==> src/rtl/mult_booth_r4.sv <==
// Sequential radix-4 Booth multiplier with mixed signedness and abort.
// One Booth digit (two multiplier bits) is retired per CALC cycle.
// Optional early termination is enabled by defining MULT_EARLY_TERM_EN.
// The default build has the feature disabled and runs a fixed N CALC cycles.

module mult_booth_r4 #(
  parameter int unsigned A_DW = 8,
  parameter int unsigned B_DW = 4
) (
  input  logic                 clk_i,
  input  logic                 rst_ni,
  input  logic [1:0]           tc_mode_i,
  input  logic                 en_pi,
  input  logic                 abort_i,
  input  logic [A_DW-1:0]      a_i,
  input  logic [B_DW-1:0]      b_i,
  output logic                 busy_o,
  output logic                 c_vld_o,
  output logic [A_DW+B_DW-1:0] c_o
);

  localparam int unsigned CW    = A_DW + B_DW;
  localparam int unsigned N     = (B_DW + 2) / 2;
  // Extended multiplicand covers +-2a.
  localparam int unsigned AEW   = A_DW + 2;
  // One extra headroom bit: running sum plus a +-2a digit must not wrap.
  localparam int unsigned HW    = A_DW + 3;
  localparam int unsigned AW    = HW + 2 * N;
  // Multiplier register keeps the implicit zero below the LSB at bit 0.
  localparam int unsigned BW    = 2 * N + 1;
  localparam int unsigned CNT_W = (N > 1) ? $clog2(N) : 1;

  typedef enum logic [1:0] {
    StIdle,
    StCalc,
    StDone
  } state_t;

  state_t            state_q, state_d;
  logic [AEW-1:0]    a_q;
  logic [BW-1:0]     b_q;
  logic [AW-1:0]     acc_q;
  logic [CNT_W-1:0]  cnt_q;
  logic [CW-1:0]     c_q;

  logic [AEW-1:0]    a_ext;
  logic [2*N-1:0]    b_ext;
  logic [HW-1:0]     a_h;
  logic [HW-1:0]     pp;
  logic [HW-1:0]     hi_sum;
  logic [AW-1:0]     acc_sum;
  logic [AW-1:0]     acc_shift;
  int unsigned       shamt;
  logic              last;
  logic              start;
  logic              step;
  logic              load_c;
`ifdef MULT_EARLY_TERM_EN
  logic              rem_eq;
`endif

  assign a_ext = {{2{tc_mode_i[0] & a_i[A_DW-1]}}, a_i};
  assign b_ext = {{(2*N-B_DW){tc_mode_i[1] & b_i[B_DW-1]}}, b_i};

  // Booth digit decode, partial-product add into the upper bits, then arithmetic shift.
  always_comb begin
    a_h = {a_q[AEW-1], a_q};
    unique case (b_q[2:0])
      3'b001, 3'b010: pp = a_h;
      3'b011:         pp = a_h << 1;
      3'b100:         pp = -(a_h << 1);
      3'b101, 3'b110: pp = -a_h;
      default:        pp = '0;
    endcase
    hi_sum  = acc_q[AW-1 -: HW] + pp;
    acc_sum = {hi_sum, acc_q[2*N-1:0]};
`ifdef MULT_EARLY_TERM_EN
    // All remaining multiplier bits equal (overlap bit included) means every
    // later digit is zero, so the outstanding shifts are applied at once.
    rem_eq = (b_q[BW-1:2] == '0) || (b_q[BW-1:2] == '1);
    last   = rem_eq || (cnt_q == CNT_W'(N - 1));
    shamt  = rem_eq ? 2 * (N - 32'(cnt_q)) : 32'd2;
`else
    last   = (cnt_q == CNT_W'(N - 1));
    shamt  = 32'd2;
`endif
    acc_shift = $signed(acc_sum) >>> shamt;
  end

  // Next-state and control decode; abort has priority over completion in CALC.
  always_comb begin
    state_d = state_q;
    start   = 1'b0;
    step    = 1'b0;
    load_c  = 1'b0;
    unique case (state_q)
      StIdle: begin
        if (en_pi) begin
          state_d = StCalc;
          start   = 1'b1;
        end
      end
      StCalc: begin
        if (abort_i) begin
          state_d = StIdle;
        end else begin
          step = 1'b1;
          if (last) begin
            state_d = StDone;
            load_c  = 1'b1;
          end
        end
      end
      StDone: begin
        if (en_pi) begin
          state_d = StCalc;
          start   = 1'b1;
        end else begin
          state_d = StIdle;
        end
      end
      default: state_d = StIdle;
    endcase
  end

  // FSM state register.
  always_ff @(posedge clk_i or negedge rst_ni) begin
    if (!rst_ni) begin
      state_q <= StIdle;
    end else begin
      state_q <= state_d;
    end
  end

  // Operand latch on start, one digit retired per CALC step.
  always_ff @(posedge clk_i or negedge rst_ni) begin
    if (!rst_ni) begin
      a_q   <= '0;
      b_q   <= '0;
      acc_q <= '0;
      cnt_q <= '0;
    end else if (start) begin
      a_q   <= a_ext;
      b_q   <= {b_ext, 1'b0};
      acc_q <= '0;
      cnt_q <= '0;
    end else if (step) begin
      acc_q <= acc_shift;
      b_q   <= $signed(b_q) >>> 2;
      cnt_q <= cnt_q + CNT_W'(1);
    end
  end

  // Product register, loaded on the edge into DONE and held until the next result.
  always_ff @(posedge clk_i or negedge rst_ni) begin
    if (!rst_ni) begin
      c_q <= '0;
    end else if (load_c) begin
      c_q <= acc_shift[CW-1:0];
    end
  end

  assign busy_o  = (state_q == StCalc);
  assign c_vld_o = (state_q == StDone);
  assign c_o     = c_q;

endmodule
==> config.mk <==
export PLATFORM = sky130hd
export DESIGN_NAME = mult_booth_r4
export DESIGN_NICKNAME = d
export VERILOG_FILES = /design/src/rtl/mult_booth_r4.sv
export SDC_FILE = /design/constraint.sdc
export NUM_CORES = 1
export LEC_CHECK = 0
export CAP_MARGIN = 5
export CELL_PAD_IN_SITES_DETAIL_PLACEMENT = 1
export CELL_PAD_IN_SITES_GLOBAL_PLACEMENT = 2
export CORE_MARGIN = 5
export CORE_UTILIZATION = 37
export CTS_CLUSTER_SIZE = 25
export DETAILED_ROUTE_END_ITERATION = 8
export GPL_TIMING_DRIVEN = 0
export PLACE_DENSITY_LB_ADDON = 0.1
export SKIP_LAST_GASP = 1
export SLEW_MARGIN = 25
export SYNTH_ARGS = -nofsm -noshare
export SYNTH_HDL_FRONTEND = slang
export SYNTH_SLANG_ARGS = --single-unit
==> constraint.sdc <==
create_clock -name clk_i -period 8.8 [get_ports clk_i]
set_input_delay 1.76 -clock clk_i [delete_from_list [all_inputs] [get_ports clk_i]]
set_output_delay 1.76 -clock clk_i [all_outputs]
set_load 0.01 [all_outputs]
* Word level (Yosys, flattened, before mapping) *
Cells that the tools add are included.

storage, ports and cells
  bits in latches = 0
  memories = 0
  RAM bits = 0
  memory bits (read-only) = 0
  bits of input ports = 18
  output and inout port bits = 14
  bits in registers = 49

operators by class
  $mul = 0
  $lt $le $gt $ge = 0
  equal/unequal tests = 11
  add/subtract/negate cells = 4
  bitwise operators = 2
  muxes and demuxes = 19
  reduce and logical (&&, ||, !) cells = 6
  divide/modulo/power cells = 0
  shift operators = 0

operators with widths
  operator               number
  $pmux W11 S4           1
  $mux W17               2
  $neg A11 Y11           2
  $add A11 B11 Y11       1
  $mux W2                5
  $eq A3 B3 Y1 const B   3
  $mux W1                8
  $mux W7                1
  $eq A3 B2 Y1 const B   2
  $mux W6                1
  $pmux W2 S3            1
  $reduce_or A2 Y1       3
  $eq A2 B2 Y1 const B   2
  $eq A3 B1 Y1 const B   1
  $ne A3 B2 Y1 const B   1
  $add A2 B1 Y2 const B  1
  $and A1 B1 Y1          2
  $eq A2 B1 Y1 const B   1
  $logic_not A2 Y1       1
  $ne A2 B2 Y1 const B   1
  $reduce_and A2 Y1      1
  $reduce_bool A2 Y1     1

* Depth between registers and ports, before layout *
Gate-level depths: netlist of the first run.

  word-level depth = 6
  gate-level depth with buffers = 15
  depth with buffers taken out = 15

* Least setup slack after synthesis of the first run *
No wires, ideal clock.

  path type = register -> register
  start = register a_q[3]
  end = register acc_q[15]
  data arrival time = 3.228 ns
  required time = 8.720 ns
  setup slack = 5.492 ns
  period minus slack after synthesis = 3.308 ns
  path buffers = 1
  cell stages (with the launch flop) = 15
  path through = dfrtp_1 buf_6 or4_4 o41a_1 nor2_2 mux2i_1 a2bb2oi_1 a21oi_1 ha_1 a21o_1 or3_1 o2111ai_1 o211ai_1 a211o_1 o211ai_2

on the way
  longest elaborated chain between the ends = 5

RTL lines
  what                             RTL line  RTL
  start, declared                  40        logic [AEW-1:0] a_q;
  start signal, assigned           143       a_q <= a_ext;
  $neg A11 Y11 (on tied branches)  72, 71
  $pmux W11 S4 *                   68        unique case (b_q[2:0])
  $add A11 B11 Y11 *               75        hi_sum = acc_q[AW-1 -: HW] + pp;
  $mux W17 *                       147       end else if (step) begin
  $mux W17 *                       142       end else if (start) begin
  end signal, assigned             148       acc_q <= acc_shift;
  end, declared                    42        logic [AW-1:0] acc_q;

Mark *: on every way between the ends. The rest lies on a longest branch, timed or not. The select of a mux whose other input is x is not followed.
A chain may end at the register's enable or synchronous reset.

* Worst setup path in the final report of the first run *
  start = register a_q[0]
  end = register acc_q[15]

The elaborated chain is that of the path after synthesis.

==> results.md, run 1 <==
* HP Class: register to register
* Number of endpoints failing setup at the final stage at 0
* Pin count of the biggest net entering global routing at 46
* Startpoint of the most critical setup path: a_q[0]
* Worst-path maximum fanout at 5
* Final weighted congestion in routability-driven placement at 0.879
* Power dissipated by switching net loads at 0.611 mW
* IO Pins at 32
* Avg Inst Size Synth at 8.50 sq um
* Detailed router's first-iteration violation count at 59
* Highest clock rate at 271 MHz
* Remaining antenna violation count at 0
* Final Hold Fails at 0
* Total number of vias at roughly 2500
* Final clock skew at 0.0131 ns
* Critical Path, Cell by Cell: inv_1, ha_1, or4b_1, nor2_1, xnor2_1, mux2i_1, a2bb2oi_1, a21oi_1, ha_1, a21o_1, or3_1, o2111ai_1, o211ai_1, a211o_1, o211ai_2
* Launching element type of the critical path: register
* Number of CTS-inserted buffers at 5
* Count of input and output buffers at 31
* Cell type with the highest occurrence count on the critical path: sky130_fd_sc_hd__ha_1
* Root Buffer Master: sky130_fd_sc_hd__clkbuf_8
* Biggest area consumer among synthesized cells: sky130_fd_sc_hd__dfrtp_1
* Post-placement cell area at 3210 sq um
* Cell internal power dissipation at between 0.7 and 0.8 mW
* Standard cell core area at 7290 sq um
* Vias in the first global route at 2621
* Family of cells with the greatest summed delay on the critical path: compound AO/OA/AOI/OAI gates
* Count of pins over their slew limit at 0
* Clk buf depth at 2
* Warnings, synthesis at 0
* Setup Buffers After CTS at 0
* Aggregate global routing overflow at 0
* Comb power frac at 62.4%
* Worst IR drop on VDD at 0.113 mV
* Required time reported for the critical path endpoint at around 9 ns
* Switch share at about 46%
* CTS tree: built
* Synth area leaders: sky130_fd_sc_hd__dfrtp_1, sky130_fd_sc_hd__nand2_1, sky130_fd_sc_hd__o21ai_0
* Placed wire-length estimate at 5820 um
* Power density of the placed cells at 401 nW/um^2
* Primary flip-flop cell chosen by synthesis mapping: sky130_fd_sc_hd__dfrtp_1
* Outcome: finished, final reports clean
* Die Width at 96.7 um
* Post-route cell area at 3320 sq um
* Fraction of post-synthesis cell area in the top cell type by area at 40.5%
* Row Count at 31
* Worst slew margin at between 50% and 60%
* FF+latch count, synth at 45
* NumNets Final at 396
* Number of hold buffers added after CTS at 0
* Number of synthesized flops with an enable pin at 0
* Leak pwr at 1.46 nW
* Routed wire length per instance at roughly 17 um
* CTS Sinks at 45
* Worst min-delay path startpoint: c_o[7]
* Total negative setup slack at 0 ns
* Final wirelength at 7790 um
* Maximum level of the CTS H-tree at 2
* Number of cells in the finished layout apart from fillers at around 470
* Longest individual stage delay on the worst path at 0.52 ns
* Synthesized cell area at 2780 sq um
* Portion of total power attributed to sequential cells at 25.4%
* Max stage delay cell, worst path: sky130_fd_sc_hd__or4b_1
* Via/cell ratio at 5.32
* WP buf/inv at 1
* Proportion of synthesized flip-flops having asynchronous set or reset at 100%
* First-pass detailed-route iteration total at 4
* Unrepaired setup endpoints after global routing: false
* Number of resized instances in the post-cts repair step at 0
* Layout overhead on the synthesized area at 19.5%
* Cell Count Post-Placement at 457
* Total Die Area at 9350 sq um
* Max-capacitance violation count at 0
* Beginning of the worst register-to-register path: a_q[0]
* Clock Power Share at 12.2%
* Critical path class: register to register
* Total inserted antenna cells at 0
* Clock-pin slew of the registers on the worst-case setup and hold paths at 0.10 ns
* Effective utilization at floorplan at 38.1%
* # DRC at 0
* Net count after synthesis at 358
* Fraction of layout cells with a size suffix above 1 at 5.74%
* Clock latency reported for the late side of the worst-skew pair at 0.31 ns
* Wire length of the first global-routing pass at 13200 um
* Post-route clock period utilization at 41.9%
* Clock period minus worst slack at 3.68 ns
* Antenna violations before repair at 0
* CP endpoint kind: register
* Die outline height at 96.7 um
* Register area share after synthesis at about two fifths
* Min Hold Slack at 0.488 ns
* Number of library cell types mapped by synthesis at 50
* Gate count of the mapped netlist at approximately 330
* Worst slew pin tran at approximately 0.68 ns
* Arr. time, crit path at 3.92 ns
* Overall global routing resource usage at between 15 and 20%
-- cell usage in the layout (no fill, tap or decap), types with 2 or more instances in the layout --
cell type / count
sky130_fd_sc_hd__xnor2_1: 10
sky130_fd_sc_hd__nand2_1: 63
sky130_fd_sc_hd__ha_1: 12
sky130_fd_sc_hd__nor2b_1: 7
sky130_fd_sc_hd__mux2i_1: 2
sky130_fd_sc_hd__o211ai_1: 3
sky130_fd_sc_hd__nand2b_1: 5
sky130_fd_sc_hd__xor2_1: 6
sky130_fd_sc_hd__clkbuf_8: 5
sky130_fd_sc_hd__a221oi_1: 5
sky130_fd_sc_hd__a211oi_1: 3
sky130_fd_sc_hd__a31oi_1: 7
sky130_fd_sc_hd__nor3_1: 3
sky130_fd_sc_hd__buf_2: 2
sky130_fd_sc_hd__clkdlybuf4s50_1: 30
sky130_fd_sc_hd__a21o_1: 4
sky130_fd_sc_hd__nand3_1: 12
sky130_fd_sc_hd__o21a_1: 5
sky130_fd_sc_hd__inv_1: 8
sky130_fd_sc_hd__clkbuf_1: 17
sky130_fd_sc_hd__nor2_2: 2
sky130_fd_sc_hd__nor2_1: 23
sky130_fd_sc_hd__a21oi_1: 14
sky130_fd_sc_hd__buf_1: 2
sky130_fd_sc_hd__mux2_2: 5
sky130_fd_sc_hd__o21ai_0: 35
sky130_fd_sc_hd__a211o_1: 2
sky130_fd_sc_hd__dfrtp_1: 45
sky130_fd_sc_hd__o31ai_1: 2
sky130_fd_sc_hd__a2bb2oi_1: 2
-- final timing paths --
check / to / slack [ns] / cells after the start
max: acc_q[15] / 5.12 / 15
min in group asynchronous: acc_q[11] / 1.45 / 1
min reg2reg: c_o[7] / 0.49 / 2
max reg2reg: acc_q[15] / 5.12 / 15
max in group asynchronous: a_q[8] / 6.92 / 1
min: c_o[7] / 0.49 / 2
-- synthesized netlist by cell type (3+ instances only) --
cell	n
sky130_fd_sc_hd__nor2b_1	7
sky130_fd_sc_hd__nand2_1	63
sky130_fd_sc_hd__a31oi_1	7
sky130_fd_sc_hd__o211ai_1	3
sky130_fd_sc_hd__a211oi_1	3
sky130_fd_sc_hd__o21ai_0	35
sky130_fd_sc_hd__dfrtp_1	45
sky130_fd_sc_hd__ha_1	12
sky130_fd_sc_hd__o21a_1	5
sky130_fd_sc_hd__nand3_1	12
sky130_fd_sc_hd__a21o_1	4
sky130_fd_sc_hd__nor2_1	23
sky130_fd_sc_hd__xnor2_1	10
sky130_fd_sc_hd__a221oi_1	5
sky130_fd_sc_hd__nand2b_1	5
sky130_fd_sc_hd__clkbuf_1	16
sky130_fd_sc_hd__xor2_1	6
sky130_fd_sc_hd__inv_1	8
sky130_fd_sc_hd__a21oi_1	14
sky130_fd_sc_hd__nor3_1	3
sky130_fd_sc_hd__mux2_2	5
-- state kept, by name (all words and copies together), names as in the netlist --
signal and count:
a_q 9, acc_q 13, b_q 7, c_o 12, cnt_q 2, state_q 2
-- metrics by stage --
step | total power [mW] | utilization (%) | setup slack (ns)
5_1_grt | 1.46 | 45.6 | 4.77
3_3_place_gp | 1.16 | 44.1 | 4.54
6_report | 1.33 | 45.6 | 5.12
4_1_cts | 1.35 | 45.6 | 5.09
3_5_place_dp | 1.18 | 44.0 | 5.10
2_1_floorplan | 0.933 | - | 5.49
-- final cells by class --
class	instances	area [sq um]
timing repair buffer	31	308
sequential	45	1130
buffer	21	88.8
tap	99	124
inverter	9	33.8
clock inverter	2	38.8
clock buffer	6	72.6
multi-input combinational	252	1530
fill	897	3970
-- kinds of logic (layout without fill, tap and decap cells) --
| group | Yosys count | in the layout | synth area share [%] |
|---|---|---|---|
| simple gates | 124 | 124 | 20.2 |
| xor+xnor | 16 | 16 | 5.04 |
| compound gates | 92 | 92 | 21.0 |
| mux | 7 | 7 | 2.75 |
| buf+inv | 30 | 69 | 4.41 |
| flops | 45 | 45 | 40.5 |
| fa+ha+maj | 13 | 13 | 6.12 |
-- power groups by stage --
stage / combinational [mW] / clock, mW / sequential [mW]
final: 0.832 / 0.162 / 0.339
after global routing: 0.938 / 0.176 / 0.351
after CTS: 0.840 / 0.168 / 0.340
after detailed placement: 0.835 / 0 / 0.344
after global placement: 0.818 / 0 / 0.339
after floorplan: 0.594 / 0 / 0.338
-- per-layer routing --
layer,global-route usage (%),up-vias,part of all wire [%]
li1,-,1222,-
met1,23.8,1211,50
met2,27.8,35,46
met3,3.24,7,2.9
met4,4.00,0,1.1
met5,0,-,0
-- worst register-to-register path: stages, from the launching register on --
cell and delay [ns]:
sky130_fd_sc_hd__dfrtp_1 0.43, sky130_fd_sc_hd__inv_1 0.13, sky130_fd_sc_hd__ha_1 0.28, sky130_fd_sc_hd__or4b_1 0.52
sky130_fd_sc_hd__nor2_1 0.15, sky130_fd_sc_hd__xnor2_1 0.08, sky130_fd_sc_hd__mux2i_1 0.15, sky130_fd_sc_hd__a2bb2oi_1 0.17
sky130_fd_sc_hd__a21oi_1 0.10, sky130_fd_sc_hd__ha_1 0.37, sky130_fd_sc_hd__a21o_1 0.20, sky130_fd_sc_hd__or3_1 0.32
sky130_fd_sc_hd__o2111ai_1 0.23, sky130_fd_sc_hd__o211ai_1 0.16, sky130_fd_sc_hd__a211o_1 0.29, sky130_fd_sc_hd__o211ai_2 0.07
Note: power is estimated with default switching activity, not from simulation.
==> run 2, diff against run 1 <==
CORE_UTILIZATION = 34   (was 37)
clock period = 3.62 ns   (was 8.8 ns; I/O delays follow)
==> run 2 against run 1 <==
Effect of this change:
- die area up 7.9%
- critical path type unchanged
- routed wire length up 1.1%
- worst hold slack worse by 0.060 ns
- highest routed layer unchanged
- clock skew down 0.0074 ns
- critical path depth shrank 1
- first-iteration DRC count is 68% higher
- clock power increased by 130%
==> results.md, run 2 (synthesis results as in run 1) <==
* Outcome: finished, final reports clean
* Power dissipated by switching net loads at 1.54 mW (+150%)
* Number of hold buffers added after CTS at 0 (unchanged)
* Switch share at 46.6% (+0.71 points)
* Portion of total power attributed to sequential cells at 25.0% (-0.4 points)
* Clock period minus worst slack at 3.54 ns (-0.149 ns)
* Leak pwr at 1.47 nW (+0.64%)
* Power density of the placed cells at 979 nW/um^2 (+140%)
* Critical Path, Cell by Cell: buf_6, or4_4, o41a_1, nor2_2, mux2i_1, a2bb2oi_2, a21oi_2, ha_1, a21o_1, or3_1, o2111ai_2, o211ai_1, a211o_1, o211ai_2
* Number of CTS-inserted buffers at 5 (unchanged)
* Highest clock rate at 283 MHz (+4.2%)
* Post-route clock period utilization at 97.7% (+56 points)
* Most frequent standard cell in the layout excluding fill and tap cells: sky130_fd_sc_hd__nand2_1
* Maximum level of the CTS H-tree at 2 (unchanged)
* CP endpoint kind: register
* Total inserted antenna cells at 0 (unchanged)
* Antenna violations before repair at 0 (unchanged)
* HP Class: primary input to async pin
* Total negative setup slack at 0 ns (unchanged)
* Layout overhead on the synthesized area at 21.2%
* CTS Sinks at 45 (unchanged)
* Aggregate global routing overflow at 0 (unchanged)
* IO Pins at 32 (unchanged)
* Standard cell core area at 8090 sq um (+11%)
* Clock Power Share at 11.2% (-1.0 points)
* Count of input and output buffers at 31 (unchanged)
* Power, Total at 3.30 mW (+150%)
* NumNets Final at 397 (+0.25%)
* Filler Cells Inserted at 993 (+11%)
* Max stage delay cell, worst path: sky130_fd_sc_hd__or4_4
* Min Hold Slack at 0.428 ns (-0.0599 ns)
* Critical path class: register to register
* Number of endpoints failing setup at the final stage at 0 (unchanged)
* Placed wire-length estimate at 5750 um (-1.2%)
* Comb power frac at 63.8% (+1.4 points)
* Wire length of the first global-routing pass at 13000 um (-1.8%)
* Effective utilization at floorplan at 34.4% (-3.8 points)
* Final wirelength at 7870 um (+1.1%)
* Required time reported for the critical path endpoint at 3.85 ns (-5.19 ns)
* Launching element type of the critical path: register
* Pin count of the biggest net entering global routing at 46 (unchanged)
* # DRC at 0 (unchanged)
* Unrepaired setup endpoints after global routing: true
* Family of cells with the greatest summed delay on the critical path: compound AO/OA/AOI/OAI gates
* Clock-pin slew of the registers on the worst-case setup and hold paths at 0.10 ns (about the same)
* Root Buffer Master: sky130_fd_sc_hd__clkbuf_8
* Worst slew margin at 57.4% (+3.1 points)
* Detailed router's first-iteration violation count at 99 (+68%)
* Longest individual stage delay on the worst path at 0.55 ns (+0.03 ns)
* Die Width at 100 um (+3.9%)
* Register bank with the most flops: acc_q
* Clock latency reported for the late side of the worst-skew pair at 0.30 ns (about the same)
* Final clock skew at 0.00576 ns (-0.00737 ns)
* Worst slew pin tran at 0.639 ns (-0.0409 ns)
* Overall global routing resource usage at 16.3% (-0.91 points)
* Vias in the first global route at 2536 (-3.2%)
* Area used by sequential logic in the layout at 1130 sq um (unchanged)
* Max reg flops at 13 (unchanged)
* Leading cell types in the layout, fill and taps excluded: sky130_fd_sc_hd__nand2_1, sky130_fd_sc_hd__dfrtp_1, sky130_fd_sc_hd__o21ai_0, sky130_fd_sc_hd__clkdlybuf4s50_1, sky130_fd_sc_hd__nor2_1
* Row Count at 33 (+6.5%)
* Worst IR drop on VDD at 0.302 mV (+170%)
* CTS tree: built
* Worst-path maximum fanout at 9 (+4)
* Cell internal power dissipation at 1.76 mW (+140%)
* Remaining antenna violation count at 0 (unchanged)
* Routed wire length per instance at 16.7 um (-0.42%)
* Final weighted congestion in routability-driven placement at 0.866 (-1.5%)
* First-pass detailed-route iteration total at 4 (unchanged)
* Count of pins over their slew limit at 0 (unchanged)
* Area of combinational cells with multiple inputs at 1570 sq um (+2.2%)
* Clk buf depth at 2 (unchanged)
* Arr. time, crit path at 3.77 ns (-0.15 ns)
* Die outline height at 100 um (+3.9%)
* Via/cell ratio at 5.29 (-0.69%)
* WP buf/inv at 1 (unchanged)
* Fraction of layout cells with a size suffix above 1 at 8.45% (+2.7 points)
* Final Hold Fails at 0 (unchanged)
* Max-capacitance violation count at 0 (unchanged)
* Total number of vias at 2495 (+0.81%)
* Total Die Area at 10100 sq um (+7.9%)
==> run 2: cell types whose count changed in the layout (fill, tap and decap cells not counted), sizes merged <==
cell,before,now
clkbuf,22,24
clkinv,2,0
bufinv,1,0
clkinvlp,0,1
inv,8,9
==> run 2: timing repair <==
action,4_1_cts,5_1_grt
pin swaps,1,1
endpoints found under the setup margin,1,6
buffers inserted,1,0
gates resized for setup,2,7
==> run 2: path summary, 6_finish.rpt <==
check | startpoint | end | slack, ns | depth (start not counted)
setup / recovery | a_q[3] | acc_q[15] | 0.08 | 14
min in group clk_i | c_o[10] | c_o[10] | 0.49 | 2
hold / removal | rst_ni | acc_q[13] | 0.43 | 1
max in group asynchronous | rst_ni | acc_q[6] | 2.79 | 1
hold reg to reg | c_o[10] | c_o[10] | 0.49 | 2
setup reg to reg | a_q[3] | acc_q[15] | 0.08 | 14
==> run 2: per-layer routing <==
layer | global-route usage [%] | part of all wire [%]
met1 | 22.9 | 51
met2 | 26.4 | 46
met3 | 2.50 | 2.3
met4 | 3.83 | 0.88
met5 | 0 | 0
==> run 2: worst reg2reg max path, delay by kind of cell, from the launching register on <==
kind                       cells  cell delay [ns]
and+or+nand+nor                3             1.06
adders and majority gates      1             0.26
muxes                          1             0.11
DFF                            1             0.38
buffers and inverters          1             0.14
AOI/OAI and AO/OA              8             1.52
==> run 2: area by class of cell <==
type                            instances  share of cell area, %
Clock buffer                            7                   2.86
Clock inverter                          1                  0.260
Timing Repair Buffer                   32                   9.35
Buffer                                 21                   2.67
Sequential cell                        45                   33.4
Multi-Input combinational cell        252                   46.4
Inverter                                9                   1.11
Tap cell                              105                   3.90
==> run 2: through the flow <==
step,setup slack [ns],util [%],cells,cell area (sq um)
6_report,0.0843,41.7,472,3370
5_1_grt,-0.0741,41.7,472,3370
4_1_cts,0.00199,41.3,472,3340
3_5_place_dp,-0.123,39.8,463,3220
3_3_place_gp,-0.0954,39.8,463,3220
2_1_floorplan,0.312,-,327,2780
==> run 2: power groups by stage <==
stage | logic, mW | registers (mW) | clock network (mW)
3_3_place_gp | 2.01 | 0.827 | 0
4_1_cts | 2.08 | 0.825 | 0.379
6_report | 2.11 | 0.826 | 0.370
3_5_place_dp | 2.03 | 0.834 | 0
2_1_floorplan | 1.44 | 0.822 | 0
5_1_grt | 2.35 | 0.849 | 0.398
